===== src/rtl/spi_pkg.sv =====
// Shared types for the SCL/SDA link target: FSM state encoding and counter sizing.
package spi_pkg;

    typedef enum logic [1:0] {
        IDLE = 2'd0,
        WR   = 2'd1,
        RD   = 2'd2
    } spi_tgt_state_t;

    // A zero-bit response phase still needs a 1-bit counter so the RTL stays legal.
    function automatic int ctr_width(input int n);
        return (n > 0) ? $clog2(n + 1) : 1;
    endfunction

endpackage


===== src/rtl/sync_edge.sv =====
// Two-flop synchronizer for an asynchronous pin, plus a third register for edge detection.
module sync_edge (
    input  logic clk,
    input  logic rst,
    input  logic i_d,
    output logic o_level,
    output logic o_rise,
    output logic o_fall
);

    logic r_s1;
    logic r_s2;
    logic r_s3;

    always_ff @(posedge clk) begin
        if (!rst) begin
            r_s1 <= 1'b0;
            r_s2 <= 1'b0;
            r_s3 <= 1'b0;
        end else begin
            r_s1 <= i_d;
            r_s2 <= r_s1;
            r_s3 <= r_s2;
        end
    end

    assign o_level = r_s2;
    assign o_rise  = r_s2 & ~r_s3;
    assign o_fall  = ~r_s2 & r_s3;

endmodule


===== src/rtl/spi_target.sv =====
// Responder end of the SCL/SDA link: shifts in a WRITE_WIDTH word on SCL rises,
// optionally returns READ_WIDTH bits on SCL falls, and aborts stalled frames.
module spi_target
    import spi_pkg::*;
#(
    parameter  int WRITE_WIDTH = 16,
    parameter  int READ_WIDTH  = 0,
    parameter  int TIMEOUT     = 64,
    localparam int RDW         = (READ_WIDTH > 0) ? READ_WIDTH : 1
) (
    input  logic                   clk,
    input  logic                   rst,
    input  logic                   scl,
    input  logic                   sda_i,
    output logic                   sda_o,
    output logic                   sda_oe,
    output logic [WRITE_WIDTH-1:0] dout,
    output logic                   vout,
    input  logic [RDW-1:0]         rdata,
    output logic                   err,
    output logic                   busy,
    output spi_tgt_state_t         dbg_state
);

    localparam int BCW = $clog2(WRITE_WIDTH + 1);
    localparam int RCW = ctr_width(READ_WIDTH);
    localparam int ICW = $clog2(TIMEOUT + 1);

    logic w_scl_rise;
    logic w_scl_fall;
    logic w_unused_scl_level;
    logic w_sda;
    logic w_unused_sda_rise;
    logic w_unused_sda_fall;

    sync_edge u_scl_sync (
        .clk     (clk),
        .rst     (rst),
        .i_d     (scl),
        .o_level (w_unused_scl_level),
        .o_rise  (w_scl_rise),
        .o_fall  (w_scl_fall)
    );

    sync_edge u_sda_sync (
        .clk     (clk),
        .rst     (rst),
        .i_d     (sda_i),
        .o_level (w_sda),
        .o_rise  (w_unused_sda_rise),
        .o_fall  (w_unused_sda_fall)
    );

    spi_tgt_state_t         r_state;
    spi_tgt_state_t         w_state_nxt;
    logic [WRITE_WIDTH-2:0] r_sreg;
    logic [BCW-1:0]         r_bit_ctr;
    logic [RCW-1:0]         r_rd_ctr;
    logic [RDW-1:0]         r_rsh;
    logic [ICW-1:0]         r_idle_ctr;
    logic [WRITE_WIDTH-1:0] r_dout;
    logic                   r_vout;
    logic                   r_err;
    logic                   r_sda_o;
    logic                   r_sda_oe;

    logic w_edge;
    logic w_idle_hit;
    logic w_wr_shift;
    logic w_wr_done;
    logic w_rd_fall;
    logic w_rd_rise;
    logic w_rd_done;
    logic w_timeout;

    assign w_edge     = w_scl_rise | w_scl_fall;
    // Any edge clears the idle counter, so an edge always beats a timeout.
    assign w_idle_hit = (r_idle_ctr == ICW'(TIMEOUT - 1)) && !w_edge;

    always_ff @(posedge clk) begin
        if (!rst) begin
            r_state <= IDLE;
        end else begin
            r_state <= w_state_nxt;
        end
    end

    always_comb begin
        w_state_nxt = r_state;
        w_wr_shift  = 1'b0;
        w_wr_done   = 1'b0;
        w_rd_fall   = 1'b0;
        w_rd_rise   = 1'b0;
        w_rd_done   = 1'b0;
        w_timeout   = 1'b0;
        case (r_state)
            IDLE: begin
                if (w_scl_rise) begin
                    w_wr_shift  = 1'b1;
                    w_state_nxt = WR;
                end
            end
            WR: begin
                if (w_idle_hit) begin
                    w_timeout   = 1'b1;
                    w_state_nxt = IDLE;
                end else if (w_scl_rise) begin
                    w_wr_shift = 1'b1;
                    if (r_bit_ctr == BCW'(WRITE_WIDTH - 1)) begin
                        w_wr_done   = 1'b1;
                        w_state_nxt = (READ_WIDTH == 0) ? IDLE : RD;
                    end
                end
            end
            RD: begin
                if (w_idle_hit) begin
                    w_timeout   = 1'b1;
                    w_state_nxt = IDLE;
                end else begin
                    w_rd_fall = w_scl_fall;
                    if (w_scl_rise) begin
                        w_rd_rise = 1'b1;
                        if (r_rd_ctr == RCW'(READ_WIDTH - 1)) begin
                            w_rd_done   = 1'b1;
                            w_state_nxt = IDLE;
                        end
                    end
                end
            end
            default: w_state_nxt = IDLE;
        endcase
    end

    // vout is a valid-only strobe with no ready: dout changes only in the cycle vout is high.
    always_ff @(posedge clk) begin
        if (!rst) begin
            r_sreg     <= '0;
            r_bit_ctr  <= '0;
            r_rd_ctr   <= '0;
            r_rsh      <= '0;
            r_idle_ctr <= '0;
            r_dout     <= '0;
            r_vout     <= 1'b0;
            r_err      <= 1'b0;
            r_sda_o    <= 1'b0;
            r_sda_oe   <= 1'b0;
        end else begin
            r_vout <= w_wr_done;
            r_err  <= w_timeout;

            if (r_state == IDLE || w_edge) begin
                r_idle_ctr <= '0;
            end else begin
                r_idle_ctr <= r_idle_ctr + 1'b1;
            end

            if (w_wr_shift) begin
                r_sreg    <= (WRITE_WIDTH - 1)'({r_sreg, w_sda});
                r_bit_ctr <= (r_state == IDLE) ? BCW'(1) : r_bit_ctr + 1'b1;
            end

            if (w_wr_done) begin
                r_dout <= {r_sreg, w_sda};
                if (READ_WIDTH > 0) begin
                    r_rsh    <= rdata;
                    r_rd_ctr <= '0;
                end
            end

            if (w_rd_fall) begin
                r_sda_oe <= 1'b1;
                r_sda_o  <= r_rsh[RDW-1];
                r_rsh    <= r_rsh << 1;
            end

            if (w_rd_rise) begin
                r_rd_ctr <= r_rd_ctr + 1'b1;
            end

            if (w_rd_done || w_timeout) begin
                r_sda_oe <= 1'b0;
            end
        end
    end

    assign sda_o     = r_sda_o;
    assign sda_oe    = r_sda_oe;
    assign dout      = r_dout;
    assign vout      = r_vout;
    assign err       = r_err;
    assign busy      = (r_state != IDLE);
    assign dbg_state = r_state;

endmodule


===== config.mk =====
export PLATFORM = sky130hd
export DESIGN_NAME = spi_target
export DESIGN_NICKNAME = d
export VERILOG_FILES = /design/src/rtl/spi_pkg.sv /design/src/rtl/sync_edge.sv /design/src/rtl/spi_target.sv
export SDC_FILE = /design/constraint.sdc
export NUM_CORES = 1
export LEC_CHECK = 0
export ABC_AREA = 1
export CAP_MARGIN = 20
export CORE_ASPECT_RATIO = 1.75
export CORE_MARGIN = 2
export CORE_UTILIZATION = 56
export CTS_BUF_LIST = sky130_fd_sc_hd__clkbuf_8
export DETAILED_ROUTE_END_ITERATION = 10
export PLACE_DENSITY = 0.77
export SLEW_MARGIN = 20
export SYNTH_ARGS = -nofsm -noshare
export SYNTH_HDL_FRONTEND = slang
export SYNTH_SLANG_ARGS = --single-unit

===== constraint.sdc =====
create_clock -name clk -period 1.8 [get_ports clk]
set_input_delay 0.18 -clock clk [delete_from_list [all_inputs] [get_ports clk]]
set_output_delay 0.18 -clock clk [all_outputs]
set_load 0.01 [all_outputs]

# == Word-level counts from Yosys, hierarchy flattened ==
# Cells that the tools add are included.
# word_totals
regBits,54
in_bits,5
out_inout_bits,23
word_cells,67
# op_classes
addsub,3
eq_ne,9
mux,25
n_bitwise,6
n_reduce_logical,10
# ops
op,count
2-to-1 mux 1 bit,15
2-to-1 mux 2 bit,7
!= test 3 bit (second input constant),4
adder 7 x 1 -> 7 bit (second input constant),1
== test 7 x 6 -> 1 bit (second input constant),1
one-hot mux 2 bit (3 select lines),1
OR reduction 2 bit,3
adder 5 x 1 -> 5 bit (second input constant),1
== test 5 x 4 -> 1 bit (second input constant),1
2-to-1 mux 5 bit,1
AND reduction 5 bit,1
NOT 1 bit,3
bitwise AND 1 bit,2
== test 2 x 1 -> 1 bit (second input constant),1
== test 2 bit (second input constant),1
zero test 2 bit,1
logical OR 1 bit,2
!= test 2 bit (second input constant),1
one-hot mux 1 bit (2 select lines),1
nonzero test 2 bit,1
adder 1 bit (second input constant),1
logical AND 1 bit,1
zero test 1 bit,1
bitwise OR 1 bit,1

# == Depth between registers and ports, before layout ==
# Gate-level depths: netlist of run 1.
# depth
ltp_word,9
ltp_mapped,10
mapped_depth_nobuf,9

# == Modules after synthesis ==
# A second synthesis of run 1 with hierarchy kept.
# unflattened
cells_unflattened,241
area_unflattened_um2,1919.3
# modules_own_cells
module,n_inst,cells_each,area_each_um2,seq_area_each_um2
spi_target,1,215,1719.1,920.9
sync_edge,2,13,100.1,60.1

# == Worst setup path before layout of run 1 ==
# OpenSTA, ideal clock, no wires.
# synth_timing
path_type,flip-flop to flip-flop
from,reg r_bit_ctr[0]
to,"reg r_dout[4], in the netlist dout[4]"
setup_time_ns,0.115
arrival_ns,1.371
t_required_ns,1.685
slack_ns,0.314
stages_incl_launch_ff,11
n_path_buf,1
synth_period_minus_slack_ns,1.486
path_cell_list,dfxtp_1 ha_1 inv_1 nor3_1 ha_1 inv_1 nor2_4 buf_4 nand3_1 nand2_1 nor2_1
# synth_via
elab_chain_len,5
# synth_rtl
element,line_no,rtl
from (decl),spi_target.sv:57,logic [BCW-1:0] r_bit_ctr;
from (signal assigned),spi_target.sv:159,r_bit_ctr <= (r_state == IDLE) ? BCW'(1) : r_bit_ctr + 1'b1;
== test 5 x 4 -> 1 bit,spi_target.sv:109,if (r_bit_ctr == BCW'(WRITE_WIDTH - 1)) begin
2-to-1 mux 1 bit,spi_target.sv:109,
2-to-1 mux 1 bit,spi_target.sv:107,end else if (w_scl_rise) begin
2-to-1 mux 1 bit,spi_target.sv:104,if (w_idle_hit) begin
2-to-1 mux 1 bit,spi_target.sv:96,case (r_state)
to (signal assigned),spi_target.sv:163,"r_dout <= {r_sreg, w_sda};"
to (decl),spi_target.sv:61,logic [WRITE_WIDTH-1:0] r_dout;
# No other way between the ends.
# A chain may end at the register's enable or synchronous reset.

# == Final worst setup path of run 1 ==
# layout_timing
from,reg r_bit_ctr[1]
to,"reg r_dout[13], in the netlist dout[13]"
# Same word-level chain as after synthesis.

==> results.md, run 1 <==
* Status: complete, no violations
* Yosys cell types at 23
* Worst Setup End Kind: flop
* FF+latch count, synth at 51
* Layout Utilization at 66.7%
* # DRC at 0
* Simple-Gate Fraction of Synth Area at 19.7%
* Post-route setup slack at 0.163 ns
* Initial core utilization at 57.2%
* Die area at 4150 µm²
* Pwr Total at 2.07 mW
* Vias in the first global route at 1458
* CTS Hold Bufs at 0
* First-pass GRT wire length at 6090 µm
* Avg Inst Size Synth at 7.89 µm²
* Area leader, netlist: dfxtp_1
* Sink Count at 51
* Critical Path Fanout Max at 22
* Fillers at 341
* Max Cap Viol at 0
* RSZ-0062 raised after global routing: false
* CTS tree: yes
* Setup TNS at 0 ns
* Final Critical Period at 1.64 ns
* # IOs at 28
* Initial drt markers at 22
* Post-synthesis adder-cell area fraction at 2.46%
* Top-area cell type share of the netlist area at 50.2%
* Area occupied by multi-input gates at 764 µm²
* Final Cycle Share at 91.0%
* Sequential-to-total area share from yosys stat at 50.2%
* Final ANT Viol Nets at 0
* HP Class: input pin to flop
* H-tree lvl count at 2
* Initial antenna violation count at 0
* Skew final at 0.00717 ns
* Die Y at 83.7 µm
* Post-CTS Setup Bufs at 0
* Vias at 1582
* Largest cells by area after synthesis: dfxtp_1 50%, a21oi_1 9.1%, inv_1 6.8%, nand2_1 5.9%, nor2_1 5.2%
* Drt via density at 4.90
* Total gr overflow at 0
* Main combinational cell family by area after synthesis: simple AND/OR/NAND/NOR gates
* Clk slew on worst S/H paths at 0.09 ns
* Synth Area in Compound Gates at 14.0%
* Skew-Pair Late Insertion Delay at 0.30 ns
* Register area at 1020 µm²
* TritonCTS buffer count at 5
* Row count at 29
* Hold WS at 0.406 ns
* Setup-failing EPs final at 0
* Post-synthesis cell area at 2030 µm²
* Fmax at 611 MHz
* Power per cell area at 871 nW/µm²
* Detailed Routing Iterations Pass 1 at 4
* Maximum root-to-sink buffer count at 2
* Post-DP HPWL at 2420 µm
* WP data arrival at 1.83 ns
* Final instance area at 2370 µm²
* Gr usage total at 18.9%
* CTS root buffer: clkbuf_8
* Pin count of the biggest net entering global routing at 40
* Core footprint at 3560 µm²
* Die span in x at 49.6 µm
* Kind of critical path: flop to flop
* Post-Place Cells at 315
* Yosys warning count at 0
* Final Max Tran Viols at 0
* Multiplexer area fraction after synthesis at 0%
* Endpoints failing hold at 0
* Placed Area at 2250 µm²
* Peak VDD IR at 731 µV
* Post-Place Worst Slack at 0.151 ns
* Routability-driven placement congestion ratio at 0.758
* Syn Inst Count at 258
* Share of layout cells above drive strength 1 at 6.50%
* XOR/XNOR Fraction of Synth Area at 0.861%
* Leakage at 0.929 nW
* Antenna diode count at 0
* CP Data Required Time at 1.99 ns
* Area grow syn2layout at 16.7%
* I/O Buffers at 23
* Non-filler cells, final at 323
* Wire per inst at 10.7 µm
* CP Launch Type: flop
* Fin nets at 285
* Final wirelength at 3460 µm
[cells by family (layout without fill, tap and decap cells)]
kind of cell    count (synthesis)  after routing
xor+xnor                        2              2
buf+inv                        55             72
compound gates                 56             56
flops                          51             51
other cells                     1              3
fa+ha+maj                       4              4
simple gates                   89             89
[final cells by class]
| type | instances | share of cell area, % |
|---|---|---|
| clock buffer | 6 | 3.48 |
| clock inverter | 2 | 1.48 |
| inverter | 37 | 5.85 |
| multi-input combinational | 154 | 32.2 |
| sequential | 51 | 43.1 |
| tap | 46 | 2.42 |
| timing repair buffer | 27 | 11.5 |
[power by group]
part	internal [mW]	leakage (nW)	total (mW)	switching [mW]
clock	0.450	0.0612	0.810	0.360
combinational	0.0336	0.454	0.0924	0.0588
sequential	1.15	0.414	1.16	0.0118
total	1.64	0.929	2.07	0.431
[repair_timing]
item,CTS,global route
gates resized for setup,0,1
hold endpoints to repair,0,0
endpoints found under the setup margin,0,7
[critical path, stage by stage (launching register included)]
cell and delay [ns]:
dfxtp_1 0.36, ha_1 0.17, inv_1 0.05, nor3_1 0.14, ha_1 0.20, inv_1 0.08
nor2_4 0.14, buf_12 0.17, nand3_1 0.08, nand2_1 0.09, nor2_1 0.05
[synthesized netlist by cell type]
| cell | n |
|---|---|
| nor2_1 | 28 |
| clkbuf_1 | 3 |
| buf_4 | 8 |
| conb_1 | 1 |
| o21ai_1 | 1 |
| buf_6 | 2 |
| dfxtp_1 | 51 |
| a2bb2oi_1 | 1 |
| ha_1 | 4 |
| nand4_1 | 1 |
| nor2_4 | 2 |
| nand3_1 | 18 |
| buf_1 | 1 |
| inv_1 | 37 |
| xor2_1 | 2 |
| o21ai_0 | 17 |
| nand2_2 | 2 |
| nand3_4 | 1 |
| nand2_1 | 32 |
| nor3b_1 | 1 |
| nor3_1 | 4 |
| buf_2 | 4 |
| a21oi_1 | 37 |
[flip-flops by register name, indices dropped and copies added (netlist names), 5 cells and up]
name and flops:
r_bit_ctr 5, r_idle_ctr 7, dout 16, r_sreg 15
[metal layers]
metal  vias to the layer above  global-route usage [%]  wire, µm
li1                        849                       -         -
met1                       709                    19.9      1520
met2                        17                    33.8      1790
met3                         7                    5.38        89
met4                         0                    8.33        67
met5                         -                       0         0
[worst paths after layout]
| path | startpoint | to | slack [ns] | depth (start not counted) |
|---|---|---|---|---|
| worst max-delay path | r_bit_ctr[1] | dout[13] | 0.16 | 10 |
| worst min-delay path | scl | u_scl_sync.r_s1 | 0.41 | 3 |
| worst max register to register | r_bit_ctr[1] | dout[13] | 0.16 | 10 |
| worst min register to register | u_sda_sync.r_s1 | u_sda_sync.o_level | 0.42 | 2 |
[cells in the final DEF (no fill, tap or decap), drive strengths merged]
cell,Yosys,layout
clkdlybuf4s50,0,23
nor2,30,30
ha,4,4
inv,37,37
a2bb2oi,1,1
nor3,4,4
nand2,34,34
bufinv,0,1
clkbuf,3,6
dfxtp,51,51
a21oi,37,37
o21ai,18,18
xor2,2,2
nor3b,1,1
conb,1,3
clkinv,0,1
buf,15,4
nand3,19,19
nand4,1,1
Note: power is estimated with default switching activity, not from simulation.
==> inputs of run 2 (changes only) <==
- ABC_AREA: 1 -> default
==> run 2 against run 1 <==
  * First-iteration DRC count fell by 50%
  * Fmax fell by 3.7%
  * Total power fell by 8.1%
  * Worst setup slack got worse by 0.063 ns
  * Global-route usage fell by 1.2 points
  * Via count fell by 13%
  * Sequential power barely moved
  * Critical path depth fell by 3
  * Non-clock buffer count rose by 6
  * Largest cell class unchanged
  * Combinational power fell by 21%
  * Wire length fell by 4.5%
==> results.md, run 2 <==
* Die area at 4110 µm² (-1.0%)
* Clk slew on worst S/H paths at 0.08 ns (about the same)
* Async SR Flop Fraction at 0% (unchanged)
* Setup TNS at 0 ns (unchanged)
* Sink Count at 51 (unchanged)
* Total gr overflow at 0 (unchanged)
* Slowest-stage cell, CP: dfxtp_2
* Area leader, netlist: dfxtp_1
* Max reg flops at 16 (unchanged)
* Antenna diode count at 0 (unchanged)
* Area grow syn2layout at 20.3%
* Routability-driven placement congestion ratio at 0.799 (+5.3%)
* TritonCTS buffer count at 5 (unchanged)
* P_sw at 0.389 mW (-9.8%)
* Initial antenna violation count at 0 (unchanged)
* Fin nets at 244 (-14%)
* CTS Hold Bufs at 0 (unchanged)
* Post-Place Cells at 268 (-15%)
* Comb power frac at 3.8% (-0.7 points)
* Endpoints failing hold at 0 (unchanged)
* Sequential-to-total area share from yosys stat at 50.7% (+0.56 points)
* Share of layout cells above drive strength 1 at 9.32% (+2.8 points)
* Initial drt markers at 11 (-50%)
* Post-synth top cells: 51 x dfxtp_1, 36 x nand2_1, 31 x mux2i_1, 21 x nor2_1
* Syn Inst Count at 208 (-19%)
* Skew final at 0.00592 ns (-0.00124 ns)
* WP data arrival at 1.93 ns (+0.10 ns)
* Wire per inst at 11.8 µm (+9.7%)
* Final Critical Period at 1.70 ns (+0.0627 ns)
* Ys flop type: dfxtp_1
* H-tree lvl count at 2 (unchanged)
* Status: complete, no violations
* CTS tree: yes
* FF+latch count, synth at 51 (unchanged)
* Crit path max-delay family: simple AND/OR/NAND/NOR gates
* Final ANT Viol Nets at 0 (unchanged)
* Max incr delay on CP at 0.35 ns (about the same)
* # IOs at 28 (unchanged)
* First-pass GRT wire length at 5730 µm (-5.8%)
* RSZ-0062 raised after global routing: false
* Yosys warning count at 0 (unchanged)
* Fmax at 588 MHz (-3.7%)
* CTS root buffer: clkbuf_8
* CP Data Required Time at 2.03 ns (+0.04 ns)
* Peak VDD IR at 1020 µV (+40%)
* Switching Fraction at 20.5% (-0.38 points)
* Buf/Inv on CP at 1 (-2)
* HP Class: flop to flop
* Leakage at 0.977 nW (+5.1%)
* Vias at 1382 (-13%)
* Post-synthesis cell area at 2010 µm² (-1.1%)
* Die span in x at 49.3 µm (-0.50%)
* Max Cap Viol at 0 (unchanged)
* Register area at 1020 µm² (unchanged)
* # DRC at 0 (unchanged)
* CP Launch Type: flop
* Yosys cell types at 32 (+39%)
* Top-area cell type share of the netlist area at 50.7% (+0.56 points)
* Post-DP HPWL at 2280 µm (-5.9%)
* Maximum root-to-sink buffer count at 2 (unchanged)
* Commonest non-fill, non-tap cell in the layout: dfxtp_1
* Post-synth EDFFs at 0 (unchanged)
* I/O Buffers at 23 (unchanged)
* Gr usage total at 17.7% (-1.2 points)
* Row count at 28 (-3.4%)
* Power per cell area at 784 nW/µm² (-9.9%)
* Detailed Routing Iterations Pass 1 at 4 (unchanged)
* Avg Inst Size Synth at 9.67 µm² (+23%)
* Fillers at 281 (-18%)
* Skew-Pair Late Insertion Delay at 0.30 ns (about the same)
* Largest cells by area after synthesis: dfxtp_1 51%, mux2i_1 15%, nand2_1 6.7%, nor2_1 3.9%, ha_1 2.5%
* Reg power frac at 60.1% (+3.8 points)
* Most common cell type on the critical path: and3_1
* Pin count of the biggest net entering global routing at 37 (-7.5%)
* Kind of critical path: flop to flop
* Clock power frac at 36.1% (-3.1 points)
* Core footprint at 3400 µm² (-4.4%)
* Crit path cell chain: ha_2 > and3_1 > ha_1 > and3_1 > o21ai_4 > buf_4 > mux2i_1
* Top-count cell post-synth: dfxtp_1
* Die Y at 83.3 µm (-0.53%)
* Critical Path Fanout Max at 5 (-77%)
* Drt via density at 4.92 (+0.41%)
* Setup-failing EPs final at 0 (unchanged)
* Final Cycle Share at 94.4% (+3.5 points)
* Commonest cells after routing, fill and taps aside: 50 x dfxtp_1, 36 x nand2_1, 31 x mux2i_1
* Final Max Tran Viols at 0 (unchanged)
* Worst Setup End Kind: flop
* Final wirelength at 3310 µm (-4.5%)
* Vias in the first global route at 1348 (-7.5%)
* Power Internal at 1.51 mW (-7.7%)
* Initial core utilization at 59.2% (+2.0 points)
* Area occupied by multi-input gates at 890 µm² (+16%)
* Non-filler cells, final at 281 (-13%)
[run 2: cell types whose count changed in the layout (fill, tap and decap cells not counted), moves of 3 or more]
cell	before	now
a21oi_1	37	2
inv_1	37	6
mux2i_1	0	31
o21ai_0	17	4
nand3_1	18	6
nor2_1	28	21
and2_1	0	6
buf_4	3	7
nand2_1	32	36
nand2b_1	0	4
a21boi_0	0	3
nor3_1	4	1
[run 2: stage by stage]
stage | power [mW] | utilization [%] | instance area [µm²] | hold slack [ns] | setup WS (ns)
floorplan | 1.22 | - | 2020 | 0.307 | 0.194
global placement | 1.24 | 66.2 | 2250 | 0.417 | 0.0889
detailed placement | 1.24 | 66.2 | 2250 | 0.424 | 0.0133
CTS | 1.92 | 70.8 | 2410 | 0.445 | 0.0731
global route | 1.97 | 71.2 | 2420 | 0.452 | 0.0118
finish | 1.90 | 71.2 | 2420 | 0.439 | 0.100
[run 2: what timing repair did]
action,4_1_cts,5_1_grt
resized for setup,0,3
buffers inserted,4,1
pin swaps,0,0
endpoints found under the setup margin,1,11
[run 2: per-layer routing]
metal	share of wire (%)	global-route usage, %
met4	1.5	7.01
met5	0	0
met2	55	32.4
met3	3.2	5.22
met1	40	18.2
[run 2: cell type report]
class | count | share of cell area [%]
Sequential cell | 51 | 42.2
Tap cell | 45 | 2.33
Inverter | 5 | 0.775
Clock inverter | 1 | 0.155
Multi-Input combinational cell | 139 | 36.7
Clock buffer | 7 | 3.98
Timing Repair Buffer | 33 | 13.8
[run 2: worst reg2reg max path, stage by stage, from the launching register on]
cell     delay [ns]
dfxtp_2        0.35
ha_2           0.20
and3_1         0.18
ha_1           0.19
and3_1         0.22
o21ai_4        0.13
buf_4          0.17
mux2i_1        0.19
[run 2: final timing paths]
kind / start / end / slack (ns) / cells after the start
max: r_bit_ctr[0] / dout[2] / 0.10 / 7
min: u_scl_sync.r_s1 / u_scl_sync.o_level / 0.44 / 1
max reg2reg: r_bit_ctr[0] / dout[2] / 0.10 / 7
min reg2reg: u_scl_sync.r_s1 / u_scl_sync.o_level / 0.44 / 1
[run 2: power groups by stage]
stage,Clock [mW],Combinational (mW),Sequential [mW]
after floorplan,0,0.0548,1.17
after CTS,0.708,0.0725,1.14
after global routing,0.746,0.0800,1.14
after detailed placement,0,0.0724,1.17
after global placement,0,0.0701,1.17
final,0.686,0.0729,1.14
[run 2: logic make-up after synthesis]
family,Yosys count,synth area share (%)
adder cells (fa/ha/maj),4,2.49
other,1,0.186
flip-flops,51,50.7
buffers and inverters,20,5.53
AND/OR/NAND/NOR,84,19.6
XOR/XNOR,3,1.31
AO/OA/AOI/OAI,14,4.73
multiplexers,31,15.4
